==> config.mk <==
export PLATFORM = sky130hd
export DESIGN_NAME = uart_byte_rx_flat
export DESIGN_NICKNAME = d
export VERILOG_FILES = /design/src/rtl/uart_byte_rx_if.sv /design/src/rtl/uart_byte_rx.sv /design/src/flat_wrapper.sv
export SDC_FILE = /design/constraint.sdc
export NUM_CORES = 1
export LEC_CHECK = 0
export CAP_MARGIN = 0
export CORE_ASPECT_RATIO = 0.75
export CORE_MARGIN = 4
export CORE_UTILIZATION = 56
export CTS_BUF_LIST = sky130_fd_sc_hd__clkbuf_16
export CTS_CLUSTER_DIAMETER = 80
export DETAILED_ROUTE_END_ITERATION = 8
export GPL_TIMING_DRIVEN = 0
export PLACE_DENSITY = 0.79
export SYNTH_ARGS = -nofsm -noshare
export SYNTH_HDL_FRONTEND = slang
export SYNTH_SLANG_ARGS = --single-unit
==> constraint.sdc <==
create_clock -name CLK -period 2.2 [get_ports CLK]
set_input_delay 0.55 -clock CLK [delete_from_list [all_inputs] [get_ports CLK]]
set_output_delay 0.55 -clock CLK [all_outputs]
set_load 0.02 [all_outputs]
==> src/rtl/uart_byte_rx_if.sv <==
// uart_byte_rx_if: byte hand-off from the UART receiver to the downstream stage.
interface uart_byte_rx_if;
    logic [7:0] rx_data;
    logic       rx_valid;
    logic       rx_ready;
    logic       rx_frame_err;
    logic       rx_overrun;
    modport master (output rx_data, rx_valid, rx_frame_err, rx_overrun, input rx_ready);
    modport slave  (input rx_data, rx_valid, rx_frame_err, rx_overrun, output rx_ready);
endinterface

==> src/rtl/uart_byte_rx.sv <==
// uart_byte_rx: 8N1 UART receiver with mid-bit sampling, valid/ready holding register
// and one-cycle frame-error / overrun pulses.
module uart_byte_rx #(
    parameter int CLK_HZ       = 100_000_000,
    parameter int BAUD         = 57_600,
    parameter int CLKS_PER_BIT = CLK_HZ / BAUD
) (
    input  logic           CLK,
    input  logic           reset,
    input  logic           rx_pin,
    uart_byte_rx_if.master bus
);
    localparam int HALF_BIT = CLKS_PER_BIT / 2;
    localparam int TW       = $clog2(CLKS_PER_BIT);

    typedef enum logic [2:0] {IDLE, START, DATA, STOP, BRK} state_t;

    state_t          state, nstate;
    logic [1:0]      sync;
    logic            rx_s;
    logic [TW-1:0]   timer;
    logic [2:0]      bit_idx;
    logic [7:0]      shreg;
    logic [7:0]      data;
    logic            valid, frame_err, overrun;
    logic            timer_end, half_end, stop_hit, load, ov_set, fe_set;

    assign rx_s      = sync[1];
    assign timer_end = timer == TW'(CLKS_PER_BIT - 1);
    assign half_end  = timer == TW'(HALF_BIT - 1);

    always_ff @(posedge CLK or negedge reset) begin
        if (!reset) begin
            sync  <= 2'b11;
            state <= IDLE;
        end else begin
            sync  <= {sync[0], rx_pin};
            state <= nstate;
        end
    end

    // BRK holds off a stuck-low line so it cannot look like a stream of starts
    always_comb begin
        nstate = state;
        case (state)
            IDLE:    nstate = rx_s ? IDLE : START;
            START:   nstate = half_end ? (rx_s ? IDLE : DATA) : START;
            DATA:    nstate = (timer_end && bit_idx == 3'd7) ? STOP : DATA;
            STOP:    nstate = timer_end ? (rx_s ? IDLE : BRK) : STOP;
            BRK:     nstate = rx_s ? IDLE : BRK;
            default: nstate = IDLE;
        endcase
    end

    always_ff @(posedge CLK or negedge reset) begin
        if (!reset) begin
            timer   <= '0;
            bit_idx <= '0;
            shreg   <= '0;
        end else begin
            timer   <= (state == IDLE || state == BRK || nstate != state || timer_end) ? '0 : timer + TW'(1);
            bit_idx <= (state == START) ? 3'd0 : (state == DATA && timer_end) ? bit_idx + 3'd1 : bit_idx;
            shreg   <= (state == DATA && timer_end) ? {rx_s, shreg[7:1]} : shreg;
        end
    end

    always_comb begin
        stop_hit = state == STOP && timer_end;
        load     = stop_hit && rx_s && (!valid || bus.rx_ready);
        ov_set   = stop_hit && rx_s && valid && !bus.rx_ready;
        fe_set   = stop_hit && !rx_s;
    end

    always_ff @(posedge CLK or negedge reset) begin
        if (!reset) begin
            data      <= '0;
            valid     <= 1'b0;
            frame_err <= 1'b0;
            overrun   <= 1'b0;
        end else begin
            data      <= load ? shreg : data;
            valid     <= load | (valid & ~bus.rx_ready);
            frame_err <= fe_set;
            overrun   <= ov_set;
        end
    end

    assign bus.rx_data      = data;
    assign bus.rx_valid     = valid;
    assign bus.rx_frame_err = frame_err;
    assign bus.rx_overrun   = overrun;
endmodule

==> src/flat_wrapper.sv <==
// flat-port wrapper written by rule: the top's interface ports become plain ports
module uart_byte_rx_flat 
#(
    parameter int CLK_HZ       = 100_000_000,
    parameter int BAUD         = 57_600,
    parameter int CLKS_PER_BIT = CLK_HZ / BAUD
)
  (CLK, reset, rx_pin, bus_rx_data, bus_rx_valid, bus_rx_frame_err, bus_rx_overrun, bus_rx_ready);
  uart_byte_rx_if bus_i ();
  input  logic CLK;
  input  logic reset;
  input  logic rx_pin;
  output wire logic [$bits(bus_i.rx_data)-1:0] bus_rx_data;
  output wire logic [$bits(bus_i.rx_valid)-1:0] bus_rx_valid;
  output wire logic [$bits(bus_i.rx_frame_err)-1:0] bus_rx_frame_err;
  output wire logic [$bits(bus_i.rx_overrun)-1:0] bus_rx_overrun;
  input wire logic [$bits(bus_i.rx_ready)-1:0] bus_rx_ready;
  assign bus_rx_data = bus_i.rx_data;
  assign bus_rx_valid = bus_i.rx_valid;
  assign bus_rx_frame_err = bus_i.rx_frame_err;
  assign bus_rx_overrun = bus_i.rx_overrun;
  assign bus_i.rx_ready = bus_rx_ready;
  uart_byte_rx #(.CLK_HZ(CLK_HZ), .BAUD(BAUD), .CLKS_PER_BIT(CLKS_PER_BIT)) u_core (.CLK(CLK), .reset(reset), .rx_pin(rx_pin), .bus(bus_i));
endmodule
## Word-level counts from Yosys, hierarchy flattened

Cells that the tools add are included.

- Flip-flop bits (word level): 38
- Input port bits: 4

- Add/subtract/negate cells: 2
- Equal/unequal tests: 8
- Reduce and logical (&&, ||, !) cells: 17
- Mux-type cells: 10
- Bitwise logic cells: 3

Operator list:

| operator | number |
|---|---|
| 3-bit two-way mux | 5 |
| 3-bit case mux with 5 select lines | 1 |
| 11-bit by 1-bit adder with 11-bit output (second input constant) | 1 |
| 11-bit by 10-bit equality test with 1-bit output (second input constant) | 1 |
| 11-bit equality test (second input constant) | 1 |
| 11-bit two-way mux | 1 |
| 1-bit logical AND | 8 |
| 3-bit by 2-bit equality test with 1-bit output (second input constant) | 2 |
| 3-bit equality test (second input constant) | 2 |
| 1-bit logical OR | 4 |
| 3-bit by 1-bit adder with 3-bit output (second input constant) | 1 |
| 3-bit by 1-bit equality test with 1-bit output (second input constant) | 1 |
| 1-bit logical NOT | 3 |
| 3-bit logical NOT | 1 |
| 3-bit inequality test | 1 |
| 1-bit two-way mux | 2 |
| 2-bit two-way mux | 1 |
| 2-bit nonzero test | 1 |
| 1-bit AND | 1 |
| 1-bit inverter | 1 |
| 1-bit bitwise OR | 1 |

## Depth between registers and ports, before layout

Gate-level depths: netlist of run 1.

- Depth after elaboration: 8
- Depth in mapped cells: 7

## Worst setup path after synthesis of run 1

No wires, ideal clock.

- Path kind: flip-flop to flip-flop
- From: register u_core.timer[0]
- To: register u_core.shreg[0]
- Cell stages (with the launch flop): 8
- Arrival: 1.766 ns
- Slack: 0.309 ns
- Library setup time: 0.125 ns
- Required time: 2.075 ns
- Period minus slack after synthesis: 1.891 ns
- Cell sequence: dfrtp_1 ha_1 and4bb_1 and4_4 buf_6 and2b_1 buf_6 mux2_2

- Cells in the longest elaborated chain, start to end: 2

Ends and longest elaborated chain:

| item | line | RTL |
|---|---|---|
| start, declared | uart_byte_rx.sv:21 | `logic [TW-1:0] timer;` |
| start signal, assigned | uart_byte_rx.sv:61 | `timer <= (state == IDLE \|\| state == BRK \|\| nstate != state \|\| timer_end) ? '0 : timer + TW'(1);` |
| 11-bit equality test | uart_byte_rx.sv:29 | `assign timer_end = timer == TW'(CLKS_PER_BIT - 1);` |
| 1-bit logical AND | uart_byte_rx.sv:63 | `shreg <= (state == DATA && timer_end) ? {rx_s, shreg[7:1]} : shreg;` |
| end signal, assigned | uart_byte_rx.sv:63 |  |
| end, declared | uart_byte_rx.sv:23 | `logic [7:0] shreg;` |

No other way between the ends.
A chain may end at the register's enable or synchronous reset.

## Final worst setup path of run 1

- From: register u_core.timer[0]
- To: register u_core.shreg[6]

Same word-level chain as after synthesis.

==> results of run 1 <==
## power by group
group | switching, mW | internal (mW)
clock network | 0.258 | 0.529
logic | 0.0144 | 0.00489
registers | 0.00216 | 0.703
## worst max-delay path by stage
stage | end | slack, ns | depth (start not counted)
floorplan | u_core.shreg[0]$_DFFE_PN0P_ | 0.31 | 7
global placement | u_core.shreg[7]$_DFFE_PN0P_ | -0.21 | 1
detailed placement | u_core.shreg[6]$_DFFE_PN0P_ | 0.11 | 7
CTS | u_core.shreg[6]$_DFFE_PN0P_ | 0.11 | 7
global route | u_core.shreg[6]$_DFFE_PN0P_ | 0.02 | 7
finish | u_core.shreg[6]$_DFFE_PN0P_ | 0.11 | 7
## layout make-up
cell class,count,area (um2)
fill,226,865
multi-input combinational,96,763
clock buffer,5,125
timing repair buffer,14,135
inverter,2,7.51
buffer,5,41.3
sequential,38,953
tap,38,47.5
clock inverter,3,40.0
## registers in the layout, summed over array words and instances (netlist names)
name / flops
u_core.timer: 11
u_core.bus.rx_frame_err: 1
u_core.state: 3
u_core.bus.rx_data: 8
u_core.bus.rx_valid: 1
u_core.shreg: 8
u_core.bit_idx: 3
u_core.bus.rx_overrun: 1
u_core.sync: 2
## kinds of logic (layout without fill, tap and decap cells)
family	count (synthesis)	in the layout	share of synthesized area
XOR/XNOR	10	10	0.0496
flip-flops	38	38	0.540
multiplexers	18	18	0.113
adder cells (fa/ha/maj)	3	3	0.0213
AND/OR/NAND/NOR	46	46	0.158
buffers and inverters	7	29	0.0276
AO/OA/AOI/OAI	19	19	0.0900
## metal layers
metal  part of all wire  global-route usage
met5                  0                   0
met4              0.010              0.0632
met3              0.041              0.0537
met2               0.45               0.263
met1               0.49               0.235
## per-stage QoR
| stage | total power [mW] | instances | setup slack [ns] | cell area [um2] |
|---|---|---|---|---|
| after CTS | 1.53 | 201 | 0.105 | 2110 |
| final | 1.51 | 201 | 0.107 | 2110 |
| after detailed placement | 0.737 | 193 | 0.110 | 1950 |
| after floorplan | 0.719 | 141 | 0.309 | 1770 |
| after global placement | 0.738 | 193 | -0.209 | 1950 |
| after global routing | 1.56 | 201 | 0.0210 | 2110 |
## cells in the final DEF (no fill, tap or decap), types with 2 or more instances in the layout
cell and instances:
buf_6 3, clkinv_2 2, xor2_1 5, nand2_1 8
a21oi_1 2, o21ai_0 2, mux2_2 15, a211oi_1 7
clkbuf_1 2, nor2b_1 3, mux2i_1 2, o22ai_1 3
dfrtp_1 36, dfstp_2 2, nand3_1 6, clkdlybuf4s50_1 13
inv_1 2, clkbuf_16 5, xnor2_1 5, nor2_1 10
nor3_1 3, ha_1 3, nand4_1 4
## timing repair
action	in CTS	in global routing
gates resized for setup	0	1
endpoints found under the setup margin	0	2
endpoints found under the hold margin	0	0
buffers inserted	0	0
## critical path, stage by stage, from the launching register on
cell and delay (ns):
dfrtp_1 0.38, ha_1 0.26, and4bb_2 0.31, and4_4 0.22, buf_6 0.15, and2b_1 0.15, buf_6 0.14, mux2_2 0.34
==> flow_summary.json, run 1 <==
{
  "status": "finished clean",
  "synth.net_count": 148,
  "p_per_area_nw_per_um2": 715,
  "port_buffers": 14,
  "synth_edf_count": 0,
  "grt_use_total": 0.174,
  "rr_worst_depth": 7,
  "rsz0062_at_grt": "no",
  "first_global_vias": 1219,
  "drc_errors": 0,
  "dieArea_um2": 4120,
  "dr.first_iter.drc_count": 61,
  "synth_area_um2": 1770,
  "grt_pass1_wl_um": 5560,
  "finalMaxSlewViolations": 0,
  "dp_hpwl_um": 2260,
  "vias_per_cell": 5.82,
  "synth_sequential_area_ratio": 0.540,
  "synth-main-ff-cell": "dfrtp_1",
  "area_growth_pct": 19.7,
  "ctsHoldBuffers": 0,
  "synth_top_cells_by_area": "dfrtp_1, mux2_2, a211oi_1",
  "gr-total-overflow": 0,
  "syn-instance-count": 141,
  "synth_area_per_cell_um2": 12.5,
  "timing.rr.start": "u_core.timer[0]$_DFF_PN0_",
  "skew_ns": 0.00547,
  "top_level_ports": 15,
  "nNetsFinal": 169,
  "critPathRequiredTime_ns": 2.36,
  "synth_area_leader_cell": "dfrtp_1",
  "max-cap-violations": 0,
  "yosys_warnings": 0,
  "cts_tree": "done",
  "htreeDepth": 2,
  "p_leak_nw": 0.923,
  "vdd_drop_max_mv": 0.573,
  "cts.sinks": 38,
  "wire_per_inst_um": 15.7,
  "cts.clk_slew.worst_paths_ns": 0.06,
  "fin_setup_tns_ns": 0,
  "critPathLaunch": "u_core.timer[0]$_DFF_PN0_",
  "core_um2": 2980,
  "fin_crit_sh": 0.951,
  "cp-end-kind": "flop",
  "clk_latency_ns": 0.28,
  "root_buffer": "clkbuf_16",
  "hold_ws_ns": 0.352,
  "wl_um": 3150,
  "reg2reg_to": "u_core.shreg[6]$_DFFE_PN0P_",
  "diodes": 0,
  "setup_viol": 0,
  "antenna_found_initial": 0,
  "vias": 1169,
  "timing.fmax_ghz": 0.478,
  "holdPathEnd": "u_core.sync[1]$_DFF_PN1_",
  "firstDrtPassIters": 4,
  "cts_buffer_depth": 2,
  "synth_cell_types": 38,
  "hold_depth": 0,
  "yosys.area.top_type_share": 0.510,
  "fp.dieW_um": 72.8,
  "yosysMostFrequentCell": "dfrtp_1",
  "tightest_slew_ns": 0.825,
  "min_path_type": "reg2reg",
  "start_kind": "flop",
  "num_rows": 17,
  "drive_gt1_frac": 0.233,
  "hold_violations": 0,
  "cp_max_fo": 10,
  "start_util": 0.593,
  "async_flop_share": 1.00,
  "synth_seq_cells": 38,
  "fin_crit_ns": 2.09,
  "worstPathArrival_ns": 2.25,
  "ys_top_cells_by_count": "dfrtp_1, mux2_2, nor2_1",
  "relSlewSlack": 0.450,
  "die_h_um": 56.6,
  "fin_util": 0.710,
  "crit_type": "reg2reg",
  "antenna_left": 0,
  "rrSetupSlack_ns": 0.11,
  "holdCritStartpoint": "u_core.sync[0]$_DFF_PN1_",
  "numCtsBuffers": 5,
  "place.gp.congestion": 0.860,
  "grt_max_degree": 39
}
Power figures use the tool's default switching activity.
==> inputs of run 2 (changes only) <==
GPL_TIMING_DRIVEN = default   (was 0)
MAX_ROUTING_LAYER = met4   (was default)
==> run 2 against run 1 <==
Against the previous run: register-to-register slack better by 0.02 ns; die area stayed put; fmax is 1.2% higher; combinational power is 11% higher; via count is 0.34% lower; global-route usage is 1.0 points higher; clock power is 15% lower; cell area is 1.9% lower; worst hold slack better by 0.0072 ns; highest routed layer unchanged.
==> flow_summary.json, run 2 (synthesis results as in run 1) <==
{
  "crit_type": "reg2reg",
  "slowest_stage": "dfrtp_1",
  "max-cap-violations": 0,
  "setup_slack_ns": 0.131,
  "placed_cells": 191,
  "area_growth_pct": 17.4,
  "cts_setup_buffers": 0,
  "vdd_drop_max_mv": 0.561,
  "status": "finished clean",
  "min_path_type": "reg2reg",
  "place.gp.congestion": 0.864,
  "top_level_ports": 15,
  "fp.dieW_um": 72.8,
  "largest_register_ffs": 11,
  "cp_max_fo": 10,
  "cts_resized": 0,
  "num_rows": 17,
  "p_leak_nw": 0.907,
  "first_global_vias": 1176,
  "root_buffer": "clkbuf_16",
  "timing.rr.start": "u_core.timer[0]$_DFF_PN0_",
  "rr_worst_depth": 5,
  "cts.sinks": 38,
  "holdPathEnd": "u_core.sync[1]$_DFF_PN1_",
  "stdcell_count": 199,
  "worstPathArrival_ns": 2.23,
  "final_common_cell": "dfrtp_1",
  "antenna_left": 0,
  "port_buffers": 14,
  "rrSetupSlack_ns": 0.13,
  "holdCritStartpoint": "u_core.sync[0]$_DFF_PN1_",
  "finalInstanceArea_um2": 2070,
  "critPathRequiredTime_ns": 2.36,
  "grt_pass1_wl_um": 5620,
  "finalMaxSlewViolations": 0,
  "htreeDepth": 2,
  "wl_um": 3270,
  "cts_tree": "done",
  "gr-total-overflow": 0,
  "fin_crit_ns": 2.07,
  "regMostFlops": "u_core.timer",
  "dr.first_iter.drc_count": 126,
  "reg2reg_to": "u_core.shreg[3]$_DFFE_PN0P_",
  "firstDrtPassIters": 4,
  "drc_errors": 0,
  "cp-end-kind": "flop",
  "numCtsBuffers": 5,
  "cp_cell_sequence": "ha_1 -> and4bb_1 -> and4_4 -> and2b_2 -> mux2_2",
  "dieArea_um2": 4120,
  "rsz0062_at_grt": "no",
  "fin_crit_sh": 0.940,
  "core_um2": 2980,
  "vias_per_cell": 5.85,
  "cp_top_family": "simple AND/OR/NAND/NOR gates",
  "ctsHoldBuffers": 0,
  "clk_latency_ns": 0.28,
  "nNetsFinal": 167,
  "grt_use_total": 0.184,
  "relSlewSlack": 0.681,
  "skew_ns": 0.00645,
  "cts_buffer_depth": 2,
  "dpl_cell_area_um2": 1930,
  "cts.clk_slew.worst_paths_ns": 0.05,
  "final_cell_mix": "dfrtp_1, mux2_2, clkdlybuf4s50_1",
  "diodes": 0,
  "dp_hpwl_um": 2240,
  "p_per_area_nw_per_um2": 673,
  "wire_per_inst_um": 16.4,
  "setup_viol": 0,
  "hold_violations": 0,
  "critical_path_buf_inv_count": 0,
  "grt_max_degree": 39,
  "max_stage_delay_ns": 0.39,
  "power_mw": 1.40,
  "start_kind": "flop",
  "start_util": 0.593,
  "die_h_um": 56.6,
  "vias": 1165,
  "drive_gt1_frac": 0.217,
  "tightest_slew_ns": 0.479,
  "antenna_found_initial": 0,
  "timing.fmax_ghz": 0.483,
  "post-place-ws_ns": 0.0551,
  "hold_depth": 0,
  "fin_setup_tns_ns": 0,
  "fill_cells": 210
}
run 2: routing by layer:
metal | routed length [um] | vias up | track usage
li1 | - | 549 | -
met1 | 1620 | 573 | 0.256
met2 | 1430 | 36 | 0.243
met3 | 169 | 7 | 0.0787
met4 | 42 | 0 | 0.0553
met5 | 0 | - | -
run 2: power breakdown:
group          switching (mW)  internal (mW)  total [mW]  leakage [nW]
Clock                   0.261          0.409       0.670        0.0724
Combinational          0.0145        0.00693      0.0214         0.325
Sequential            0.00225          0.703       0.705         0.509
run 2: how the worst max path moves through the flow:
stage | slack (ns) | end | start | cells past startpoint
after floorplan | 0.31 | u_core.shreg[0]$_DFFE_PN0P_ | u_core.timer[0]$_DFF_PN0_ | 7
after global placement | 0.18 | u_core.shreg[3]$_DFFE_PN0P_ | u_core.timer[0]$_DFF_PN0_ | 5
after detailed placement | 0.06 | u_core.shreg[3]$_DFFE_PN0P_ | u_core.timer[0]$_DFF_PN0_ | 5
after CTS | 0.06 | u_core.shreg[2]$_DFFE_PN0P_ | u_core.timer[0]$_DFF_PN0_ | 5
after global routing | 0.07 | u_core.shreg[3]$_DFFE_PN0P_ | u_core.timer[0]$_DFF_PN0_ | 5
final | 0.13 | u_core.shreg[3]$_DFFE_PN0P_ | u_core.timer[0]$_DFF_PN0_ | 5
run 2: area by class of cell:
cell class              count  area (um2)  share of cell area
clock buffers               5         125              0.0603
flip-flops and latches     38         953               0.460
multi-input cells          96         764               0.369
clock inverters             3        12.5             0.00603
inverters                   2        7.51             0.00362
repair buffers             17         163              0.0785
well taps                  38        47.5              0.0229
run 2: metrics by stage:
step           hold slack (ns)   util
2_1_floorplan            0.254      -
3_3_place_gp             0.347  0.650
3_5_place_dp             0.353  0.650
4_1_cts                  0.361  0.696
5_1_grt                  0.362  0.696
6_report                 0.359  0.696
==> inputs of run 3 (changes only) <==
CAP_MARGIN = 40   (was 0)
==> results of run 3 <==
Final layout, timing and power as in run 2 (identical DEF).
